File: src/rtl/branch_ctrl.sv
// rtl/branch_ctrl.sv - branch resolution FSM with operand-wait timeout, target generation and counters
// Resolves ID-stage branches, stalls on late operands, flags illegal or delay-slot cases.
module branch_ctrl #(
   parameter int MAX_WAIT = 4
) (
   input  logic        clk,
   input  logic        reset,
   input  logic        id_valid,
   input  logic [2:0]  br_op,
   input  logic        opnd_ready,
   input  logic [1:0]  cmp_result,
   input  logic [31:0] pc_id,
   input  logic [15:0] imm16,
   output logic        stall,
   output logic        redirect,
   output logic [31:0] redirect_pc,
   output logic [15:0] branch_cnt,
   output logic [15:0] taken_cnt,
   output logic        err
);

   typedef enum logic [1:0] {IDLE = 2'd0, WAIT = 2'd1, DONE = 2'd2} state_t;

   localparam int WCW = $clog2(MAX_WAIT + 1);
   localparam logic [WCW-1:0] WMAX = WCW'(MAX_WAIT);

   state_t          state, state_nxt;
   logic [WCW-1:0]  wait_cnt, wait_cnt_nxt;
   logic [31:0]     lat_pc;
   logic [15:0]     lat_imm;
   logic [2:0]      lat_op;
   logic [15:0]     branch_q, taken_q, branch_nxt, taken_nxt;
   logic            req, resolve, timeout, latch, use_lat, err_set;
   logic            taken_raw, illegal, taken, err_nxt;
   logic [2:0]      op_sel;
   logic [31:0]     pc_sel, target;
   logic [15:0]     imm_sel;

   assign req         = id_valid && (br_op != 3'b000);
   assign branch_cnt  = branch_q;
   assign taken_cnt   = taken_q;

   always_comb begin
      state_nxt    = state;
      wait_cnt_nxt = wait_cnt;
      resolve      = 1'b0;
      timeout      = 1'b0;
      latch        = 1'b0;
      use_lat      = 1'b0;
      err_set      = 1'b0;
      stall        = 1'b0;
      case (state)
         IDLE: begin
            if (req) begin
               if (opnd_ready) begin
                  resolve   = 1'b1;
                  state_nxt = DONE;
               end else begin
                  stall        = 1'b1;
                  latch        = 1'b1;
                  wait_cnt_nxt = WCW'(1);
                  state_nxt    = WAIT;
               end
            end
         end
         WAIT: begin
            use_lat = 1'b1;
            if (opnd_ready) begin
               resolve      = 1'b1;
               wait_cnt_nxt = '0;
               state_nxt    = DONE;
            end else if (wait_cnt < WMAX) begin
               stall        = 1'b1;
               wait_cnt_nxt = wait_cnt + 1'b1;
            end else begin
               timeout      = 1'b1;
               resolve      = 1'b1;
               wait_cnt_nxt = '0;
               state_nxt    = DONE;
            end
         end
         DONE: begin
            // A request here sits in the delay slot: flag it and drop it.
            err_set   = req;
            state_nxt = IDLE;
         end
         default: state_nxt = IDLE;
      endcase
      if (!reset) stall = 1'b0;
   end

   assign op_sel  = use_lat ? lat_op  : br_op;
   assign pc_sel  = use_lat ? lat_pc  : pc_id;
   assign imm_sel = use_lat ? lat_imm : imm16;
   assign target  = pc_sel + 32'd4 + {{14{imm_sel[15]}}, imm_sel, 2'b00};

   always_comb begin
      case (op_sel)
         3'b001:  taken_raw = (cmp_result == 2'b01);
         3'b010:  taken_raw = (cmp_result != 2'b01);
         3'b011:  taken_raw = (cmp_result == 2'b10);
         3'b100:  taken_raw = (cmp_result != 2'b10);
         3'b101:  taken_raw = (cmp_result == 2'b00);
         3'b110:  taken_raw = (cmp_result != 2'b00);
         default: taken_raw = 1'b0;
      endcase
   end

   assign illegal = (op_sel == 3'b111) || (cmp_result == 2'b11);
   assign taken   = resolve && taken_raw && !illegal && !timeout;
   assign err_nxt = err || err_set || (resolve && (timeout || illegal));

   // Counters are rewritten every cycle so they always track their next-value logic.
   always_comb begin
      branch_nxt = branch_q;
      taken_nxt  = taken_q;
      if (resolve && branch_q != 16'hFFFF) branch_nxt = branch_q + 16'd1;
      if (taken && taken_q != 16'hFFFF)    taken_nxt  = taken_q + 16'd1;
   end

   always_ff @(posedge clk) begin
      if (!reset) begin
         state       <= IDLE;
         wait_cnt    <= '0;
         redirect    <= 1'b0;
         redirect_pc <= '0;
         branch_q    <= '0;
         taken_q     <= '0;
         err         <= 1'b0;
         lat_pc      <= '0;
         lat_imm     <= '0;
         lat_op      <= '0;
      end else begin
         state    <= state_nxt;
         wait_cnt <= wait_cnt_nxt;
         redirect <= taken;
         branch_q <= branch_nxt;
         taken_q  <= taken_nxt;
         err      <= err_nxt;
         if (resolve) redirect_pc <= target;
         if (latch) begin
            lat_pc  <= pc_id;
            lat_imm <= imm16;
            lat_op  <= br_op;
         end
      end
   end

endmodule

File: config.mk
export PLATFORM = sky130hd
export DESIGN_NAME = branch_ctrl
export DESIGN_NICKNAME = d
export VERILOG_FILES = /design/src/rtl/branch_ctrl.sv
export SDC_FILE = /design/constraint.sdc
export NUM_CORES = 1
export LEC_CHECK = 0
export ABC_AREA = 0
export CAP_MARGIN = 10
export CORE_MARGIN = 2
export CORE_UTILIZATION = 45
export DETAILED_ROUTE_END_ITERATION = 10
export PLACE_DENSITY = 0.69
export SETUP_SLACK_MARGIN = 0.1
export SKIP_CTS_REPAIR_TIMING = 1
export SLEW_MARGIN = 20
export SYNTH_ARGS = -nofsm -noshare
export SYNTH_HDL_FRONTEND = slang
export SYNTH_SLANG_ARGS = --single-unit
File: constraint.sdc
create_clock -name clk -period 10.6 [get_ports clk]
set_input_delay 1.06 -clock clk [delete_from_list [all_inputs] [get_ports clk]]
set_output_delay 1.06 -clock clk [all_outputs]
set_load 0.05 [all_outputs]
---- Word-level counts from Yosys, hierarchy flattened ----
Cells that the tools add are included.
operators by class
  multiplexer cells ....................... 30
  eq/ne operators ......................... 19
  reductions and logical operators ........ 20
  $add $sub $neg .......................... 5
  order comparisons ....................... 1
operators by type and width
  cell                                                                   count
  16-bit by 1-bit adder with 16-bit output, second input constant        2
  32-bit by 3-bit adder with 32-bit output, second input constant        1
  32-bit adder                                                           1
  32-bit two-way mux                                                     1
  16-bit inequality test, second input constant                          2
  16-bit two-way mux                                                     1
  3-bit two-way mux                                                      5
  1-bit two-way mux                                                      14
  3-bit equality test, second input constant                             4
  2-bit two-way mux                                                      4
  1-bit logical AND                                                      7
  2-bit equality test, second input constant                             3
  3-bit by 2-bit equality test with 1-bit output, second input constant  2
  2-bit inequality test, second input constant                           3
  1-bit case mux with 6 select lines                                     1
  3-bit case mux with 2 select lines                                     1
  2-bit by 1-bit equality test with 1-bit output, second input constant  2
  2-bit zero test                                                        2
  1-bit logical OR                                                       4
  1-bit case mux with 2 select lines                                     2
  2-bit case mux with 2 select lines                                     1
  2-bit nonzero test                                                     2
  3-bit by 1-bit adder with 3-bit output, second input constant          1
  3-bit by 1-bit equality test with 1-bit output, second input constant  1
  other kinds (7)                                                        8
storage, ports and cells
  bits in registers ....................... 122
  input port bits ......................... 57
  logic and storage cells ................. 85

---- Longest topological paths before layout ----
Gate-level depths: netlist of the first run.
  depth in word-level cells ............... 9
  mapped depth ............................ 15
  depth with buffers taken out ............ 13

---- Worst setup path after synthesis of the first run ----
No wires, ideal clock.
  path kind ............................... register to register
  from .................................... register state[1]
  to ...................................... register redirect_pc[31]
  stages on the path, launching flop included .. 15
  data arrival time ....................... 4205 ps
  slack ................................... 6324 ps
  setup time .............................. 72 ps
  period minus slack after synthesis ...... 4276 ps
  buffers on the path ..................... 3
  path through ............................ dfxtp_1 -> nand2b_4 -> buf_6 -> clkbuf_1 -> clkbuf_1 -> mux2_2 -> ha_1 -> ha_1 -> a21o_1 -> a221o_1 -> nor3_2 -> nor4b_1 -> or4_1 -> a41oi_1 -> mux2i_1
on the way
  longest elaborated chain between the ends .. 5
  elaborated cells between the ends (all ways) .. 8
  those cells by class .................... add/sub (2); eq/ne (1); mux (4); reduce/logical (1)
RTL lines
  what                                            RTL line  text
  start: declaration                              27        state_t state, state_nxt;
  start signal: assignment                        134       state <= state_nxt;
  2-bit by 1-bit equality test with 1-bit output  52        case (state)
  1-bit two-way mux                               52
  32-bit two-way mux                              93        assign pc_sel = use_lat ? lat_pc : pc_id;
  32-bit by 3-bit adder with 32-bit output        95        assign target = pc_sel + 32'd4 + {{14{imm_sel[15]}}, imm_sel, 2'b00};
  32-bit adder                                    95
  end signal: assignment                          140       if (resolve) redirect_pc <= target;
  end: declaration                                16        output logic [31:0] redirect_pc,
Parallel ways exist; a longest one is shown, timed or not.
A chain may end at the register's enable or synchronous reset.

---- Worst setup path in the final report of the first run ----
  from .................................... register state[1]
  to ...................................... register redirect_pc[26]
Same word-level chain as after synthesis.

==> results by group, run 1 <==
Placed design
  • HPWL after detailed placement: 12.94 mm
  • Placed Area: 8715 um^2
  • IO Port Bufs: 123
  • RD Place Congestion: 0.9151

Critical path
  • Critical Path Max Stage Delay: 1030 ps
  • Max FO, Critical Path: 57
  • WS Path Type: reg -> reg
  • WP data arrival: 4970 ps
  • CP max stage cell: a2111oi_1
  • Largest delay share family, worst path: compound AO/OA/AOI/OAI gates
  • Critical path depth: 11
  • Crit. End Element: flip-flop
  • Cell Chain, Critical Path: nand2b_4 > mux2_2 > ha_1 > ha_1 > nand3_1 > nor2_1 > o21ai_1 > a2111oi_1 > o2111ai_1 > a2111oi_0 > nand3b_1
  • Reg2Reg Depth: 11
  • CP most frequent cell: ha_1
  • Critical path required time: 10960 ps
  • CP bufs+invs: 0
  • Startpoint Class: flip-flop

Clock network
  • CTS root buffer: clkbuf_16
  • Num CTS Buffers: 17
  • CTS H-Tree Depth: 4
  • CTS tree: built
  • Worst skew pair latency: 410 ps
  • Bufs on Longest Clock Path: 2
  • Clock-pin slew on the worst setup and hold paths: 60 ps
  • Clk sinks: 122

Global routing
  • Vias in the first global route: 5969
  • Largest net degree at the start of global routing: 61
  • First-pass GRT wire length: 30.20 mm
  • Total GRT Usage: 21.08%
  • Global route total overflow: 0
  • Initial antenna violation count: 1

Logic synthesis
  • Yosys top cell area share: 33.29%
  • Yosys warns: 0
  • Post-synthesis area per instance: 8.152 um^2
  • Primary FF master, synth: dfxtp_1
  • Main area contributors after synthesis: dfxtp_1 (33%), ha_1 (10%), nand2_1 (9.0%)
  • Async SR Flop Fraction: 0%
  • Post-Syn Area: 7337 um^2
  • Count of flip-flops with a built-in enable after synthesis: 0
  • Synth area leader: dfxtp_1
  • Syn_nets: 1018
  • Sequential cell area fraction in the yosys report: 33.29%
  • Unique cell type count in the Yosys netlist: 61
  • Mapped Cells: 900
  • Seq cells post-synth: 122

Power
  • Sw Ratio: 31.08%
  • P_sw: 468.9 uW
  • P_leak: 0.003702 uW
  • Gate power share: 26.4%
  • Int Power: 1040 uW
  • Peak supply drop: 0.1196 mV
  • Seq pwr share: 33.1%
  • Clk pwr share: 40.5%
  • Power Dens Cells: 161.5 nW/um^2

Floorplanning
  • Row count: 46
  • IO Pins: 124
  • Width of the die: 131.7 um
  • Die Y: 131.7 um
  • Full die area: 17340 um^2
  • Initial Util: 46.19%
  • Core Area: 15890 um^2

STA
  • Slew @ Worst Pin: 1199 ps
  • Hold Fails Final Rpt: 0
  • Tmin final: 4612 ps
  • Fmax: 216.8 MHz
  • Crit share post-route: 43.51%
  • Slew Viols, Final: 0
  • Slew Limit Headroom: 19.86%
  • # setup viols final: 0
  • Setup Skew: 7.834 ps
  • Setup TNS: 0 ps
  • RSZ-0062 raised after global routing: no

Cells and area
  • Area grow syn2layout: 27.34%
  • Final Cell Area: 9343 um^2
  • NumNets Final: 1117
  • Layout cells sized above 1: 9.199%
  • Commonest non-fill, non-tap cell in the layout: nand2_1
  • Most frequent cells in the layout: nand2_1 (175), clkdlybuf4s50_1 (123), dfxtp_1 (122)

Detailed routing
  • Via count: 6608
  • Final ANT Viol Nets: 0
  • Pre-antenna DRT Iters: 5
  • Wire per inst: 14.83 um
  • Vias per cell: 5.381
  • Drt first-iter violations: 411
  • DRC Markers: 0
  • Routed WL: 18.21 mm

Flow run
  • Max Cap Viol: 0

Worst hold path
  • Hold Crit Class: reg -> reg
  • Hold path depth: 2

Outcome
  • Status: finished clean
[layout make-up]
cell class,instances,area [um^2]
diodes,1,2.502
clock buffers,19,442.9
clock inverters,12,173.9
fillers,1487,6543
inverters,14,52.55
multi-input cells,714,4674
flip-flops and latches,122,2442
well taps,216,270.3
repair buffers,130,1284
[flip-flops by register name, indices dropped and copies added (netlist names)]
signal and flops:
lat_op 3, branch_cnt 16, redirect 1, lat_imm 16, err 1, state 2
wait_cnt 3, taken_cnt 16, redirect_pc 32, lat_pc 32
[per-stage QoR]
step / hold WS (ps) / setup WS (ps) / total power (uW) / utilization [%] / instances
3_3_place_gp: 437.4 / 5975 / 902.0 / 54.86 / 1196
5_1_grt: 469.5 / 5764 / 1586 / 58.80 / 1227
4_1_cts: 450.0 / 6041 / 1519 / 58.74 / 1227
2_1_floorplan: 433.8 / 6324 / 785.9 / - / 900
3_5_place_dp: 444.0 / 5966 / 902.4 / 54.86 / 1196
6_report: 446.9 / 5988 / 1508 / 58.81 / 1228
[cell usage after synthesis, types with 3 or more instances]
| library cell | count |
|---|---|
| nand3_1 | 34 |
| nor2b_1 | 4 |
| dfxtp_1 | 122 |
| nand4b_1 | 3 |
| a211oi_1 | 9 |
| o211ai_1 | 6 |
| ha_1 | 60 |
| or3_1 | 12 |
| nand4_1 | 7 |
| a21o_1 | 16 |
| mux2i_1 | 20 |
| o21ai_1 | 4 |
| o21a_1 | 5 |
| nor3b_1 | 3 |
| xor2_1 | 16 |
| mux2_2 | 45 |
| nand2_1 | 175 |
| and4_1 | 4 |
| a31oi_1 | 5 |
| o21bai_1 | 4 |
| and3_1 | 13 |
| inv_1 | 14 |
| o31ai_1 | 12 |
| nand3b_1 | 4 |
| a21oi_1 | 105 |
| nand2b_1 | 11 |
| xnor2_1 | 11 |
| buf_2 | 3 |
| or4_1 | 5 |
| o21ai_0 | 23 |
| a22oi_1 | 3 |
| nor3_1 | 13 |
| nor2_1 | 46 |
| clkbuf_1 | 46 |
| nor4b_1 | 5 |
[worst reg2reg max path, cell delays in order (launching register included)]
cell and delay [ps]:
dfxtp_1 490, nand2b_4 700, mux2_2 470, ha_1 310, ha_1 370, nand3_1 90
nor2_1 170, o21ai_1 150, a2111oi_1 1030, o2111ai_1 230, a2111oi_0 400, nand3b_1 150
[power by group through the flow]
stage	combinational (uW)	clock (uW)	sequential, uW
after floorplan	228	0	558
after global placement	394	0	508
after detailed placement	394	0	509
after CTS	398	622	499
after global routing	437	647	502
final	399	611	499
[layer usage]
layer  part of all wire, %  up-vias  global-route usage (%)
met5                     0        -                       0
met4                   1.3        0                   5.616
li1                      -     3417                       -
met1                    50     3041                   29.92
met3                   3.9       16                   4.977
met2                    44      134                   31.97
[logic make-up (layout without fill, tap and decap cells)]
kind of cell,after synthesis,in the layout,synth area share (%)
AOI/OAI and AO/OA,214,214,17.87
xor gates and xnor gates,27,27,3.223
adders and majority gates,61,61,10.50
buffers and inverters,64,175,3.428
DFF,122,122,33.29
muxes,65,65,9.635
other,0,1,0
and+or+nand+nor,347,347,22.05
[path summary, 6_finish.rpt]
| kind | startpoint | end | slack, ps |
|---|---|---|---|
| setup reg to reg | state[1] | redirect_pc[26] | 5990 |
| hold reg to reg | redirect_pc[4] | redirect_pc[4] | 450 |
| setup / recovery | state[1] | redirect_pc[26] | 5990 |
| hold / removal | redirect_pc[4] | redirect_pc[4] | 450 |
No activity file was read; power rests on OpenSTA's default activity.
==> run 2: changes to the inputs <==
==> constraint.sdc (replaced) <==
create_clock -name clk -period 4.5 [get_ports clk]
set_input_delay 0.45 -clock clk [delete_from_list [all_inputs] [get_ports clk]]
set_output_delay 0.45 -clock clk [all_outputs]
set_load 0.05 [all_outputs]
==> run 2 against run 1 <==
Clock-buffer cell count rose by 5. Sequential share of layout area fell by 0.23 points. Clock skew fell by 2.2 ps. Sequential power increased by 140%. Utilization up 0.52 points.
==> results by group, run 2 (same netlist as run 1, synthesis figures left out) <==
Power
  • Seq pwr share: 32.4% (-0.7 points)
  • P_sw: 1091 uW (+130%)
  • Gate power share: 26.0% (-0.4 points)
  • P_leak: 0.003739 uW (+1.0%)
  • Peak supply drop: 0.2735 mV (+130%)
  • Clk pwr share: 41.6% (+1.1 points)
  • Sw Ratio: 30.05% (-1.0 points)
  • Int Power: 2541 uW (+140%)
  • Overall power: 3632 uW (+140%)
  • Power Dens Cells: 385.4 nW/um^2 (+140%)

Floorplanning
  • Full die area: 17340 um^2 (unchanged)
  • Row count: 46 (unchanged)
  • Core Area: 15890 um^2 (unchanged)
  • Width of the die: 131.7 um (unchanged)
  • Initial Util: 46.19% (unchanged)
  • IO Pins: 124 (unchanged)
  • Die Y: 131.7 um (unchanged)

Placed design
  • Placed Area: 8770 um^2 (+0.63%)
  • RD Place Congestion: 0.8942 (-2.3%)
  • HPWL after detailed placement: 13.46 mm (+4.0%)
  • IO Port Bufs: 123 (unchanged)

STA
  • Crit share post-route: 92.20% (+49 points)
  • Tmin final: 4149 ps (-462.6 ps)
  • Slew @ Worst Pin: 815.8 ps (-383.3 ps)
  • Slew Viols, Final: 0 (unchanged)
  • Setup TNS: 0 ps (unchanged)
  • Slew Limit Headroom: 45.15% (+25 points)
  • Hold Fails Final Rpt: 0 (unchanged)
  • RSZ-0062 raised after global routing: no
  • Setup Skew: 5.638 ps (-2.196 ps)
  • Fmax: 241.0 MHz (+11%)
  • # setup viols final: 0 (unchanged)

Clock network
  • Worst skew pair latency: 420 ps (about the same)
  • CTS tree: built
  • CTS root buffer: clkbuf_16
  • Clk sinks: 122 (unchanged)
  • Bufs on Longest Clock Path: 2 (unchanged)
  • Clock-pin slew on the worst setup and hold paths: 50 ps (about the same)
  • Num CTS Buffers: 17 (unchanged)
  • CTS H-Tree Depth: 4 (unchanged)

Detailed routing
  • Routed WL: 18.69 mm (+2.7%)
  • Via count: 6731 (+1.9%)
  • Vias per cell: 5.463 (+1.5%)
  • Wire per inst: 15.17 um (+2.3%)
  • Drt first-iter violations: 313 (-24%)
  • Pre-antenna DRT Iters: 5 (unchanged)
  • DRC Markers: 0 (unchanged)
  • Final ANT Viol Nets: 0 (unchanged)

Critical path
  • Startpoint Class: flip-flop
  • CP max stage cell: or4_1
  • CP most frequent cell: ha_1
  • Reg2Reg Depth: 12 (+1)
  • WS Path Type: reg -> reg
  • Max FO, Critical Path: 17 (-70%)
  • Critical Path Max Stage Delay: 590 ps (-440 ps)
  • Cell Chain, Critical Path: nand2b_4 > mux2_2 > ha_1 > ha_1 > fa_1 > a21o_1 > a221o_1 > nor3_2 > nor4b_1 > or4_1 > a41oi_1 > mux2i_1
  • R2R setup slack: 350 ps (-5640 ps)
  • Critical path required time: 4850 ps (-6110 ps)
  • Crit. End Element: flip-flop
  • WP data arrival: 4500 ps (-470 ps)

Global routing
  • Initial antenna violation count: 1 (unchanged)
  • Global route total overflow: 0 (unchanged)
  • Total GRT Usage: 21.84% (+0.76 points)
  • Vias in the first global route: 6111 (+2.4%)
  • Largest net degree at the start of global routing: 64 (+4.9%)
  • First-pass GRT wire length: 31.01 mm (+2.7%)

Cells and area
  • Most frequent cells in the layout: nand2_1 (175), clkdlybuf4s50_1 (123), dfxtp_1 (122)
  • Top Registers: lat_pc: 32 flops, redirect_pc: 32 flops
  • Final Cell Area: 9425 um^2 (+0.88%)
  • Commonest non-fill, non-tap cell in the layout: nand2_1
  • Footprint of the multi-input gates: 4674 um^2 (unchanged)
  • Fill count: 1479 (-0.54%)
  • Area grow syn2layout: 28.46%
  • NumNets Final: 1121 (+0.36%)
  • Layout cells sized above 1: 9.261% (+0.062 points)
  • Sequential standard cell area: 2442 um^2 (unchanged)

Worst hold path
  • Hold path depth: 2 (unchanged)
  • Hold Crit Class: reg -> reg

Outcome
  • Status: finished clean

Flow run
  • Max Cap Viol: 0 (unchanged)
run 2: power by group through the flow:
| stage | registers [uW] | logic, uW | clock network [uW] |
|---|---|---|---|
| 4_1_cts | 1180 | 945 | 1540 |
| 2_1_floorplan | 1310 | 538 | 0 |
| 3_3_place_gp | 1200 | 934 | 0 |
| 3_5_place_dp | 1200 | 936 | 0 |
| 6_report | 1180 | 944 | 1510 |
| 5_1_grt | 1180 | 1040 | 1580 |
run 2: critical path: cells and delay by family, from the launching register on:
kind | cells | cell delay (ps)
adders and majority gates | 3 | 940
and+or+nand+nor | 4 | 1280
muxes | 2 | 580
AOI/OAI and AO/OA | 3 | 810
DFF | 1 | 490
run 2: final timing paths:
kind	start	endpoint
worst min-delay path	lat_pc[22]	lat_pc[22]
worst min register to register	lat_pc[22]	lat_pc[22]
worst max register to register	state[1]	redirect_pc[31]
worst max-delay path	state[1]	redirect_pc[31]
run 2: routing by layer:
layer	track usage [%]	share of wire, %
met1	30.38	49
met2	33.71	45
met3	4.630	4.2
met4	7.005	1.5
met5	0	0
run 2: stage by stage:
step | utilization (%) | instances | hold slack [ps] | setup slack (ps)
6_report | 59.33 | 1232 | 449.6 | 350.9
5_1_grt | 59.32 | 1231 | 463.5 | 105.1
4_1_cts | 59.26 | 1231 | 451.1 | 348.9
3_5_place_dp | 55.21 | 1200 | 443.9 | 342.2
3_3_place_gp | 55.21 | 1200 | 437.6 | 421.3
2_1_floorplan | - | 900 | 433.8 | 223.9
run 2: cell type report:
class / count / area share (%)
Tap cell: 216 / 2.867
Antenna cell: 1 / 0.02655
Multi-Input combinational cell: 714 / 49.60
Clock buffer: 24 / 5.111
Sequential cell: 122 / 25.91
Clock inverter: 7 / 1.726
Timing Repair Buffer: 134 / 14.20
Inverter: 14 / 0.5575
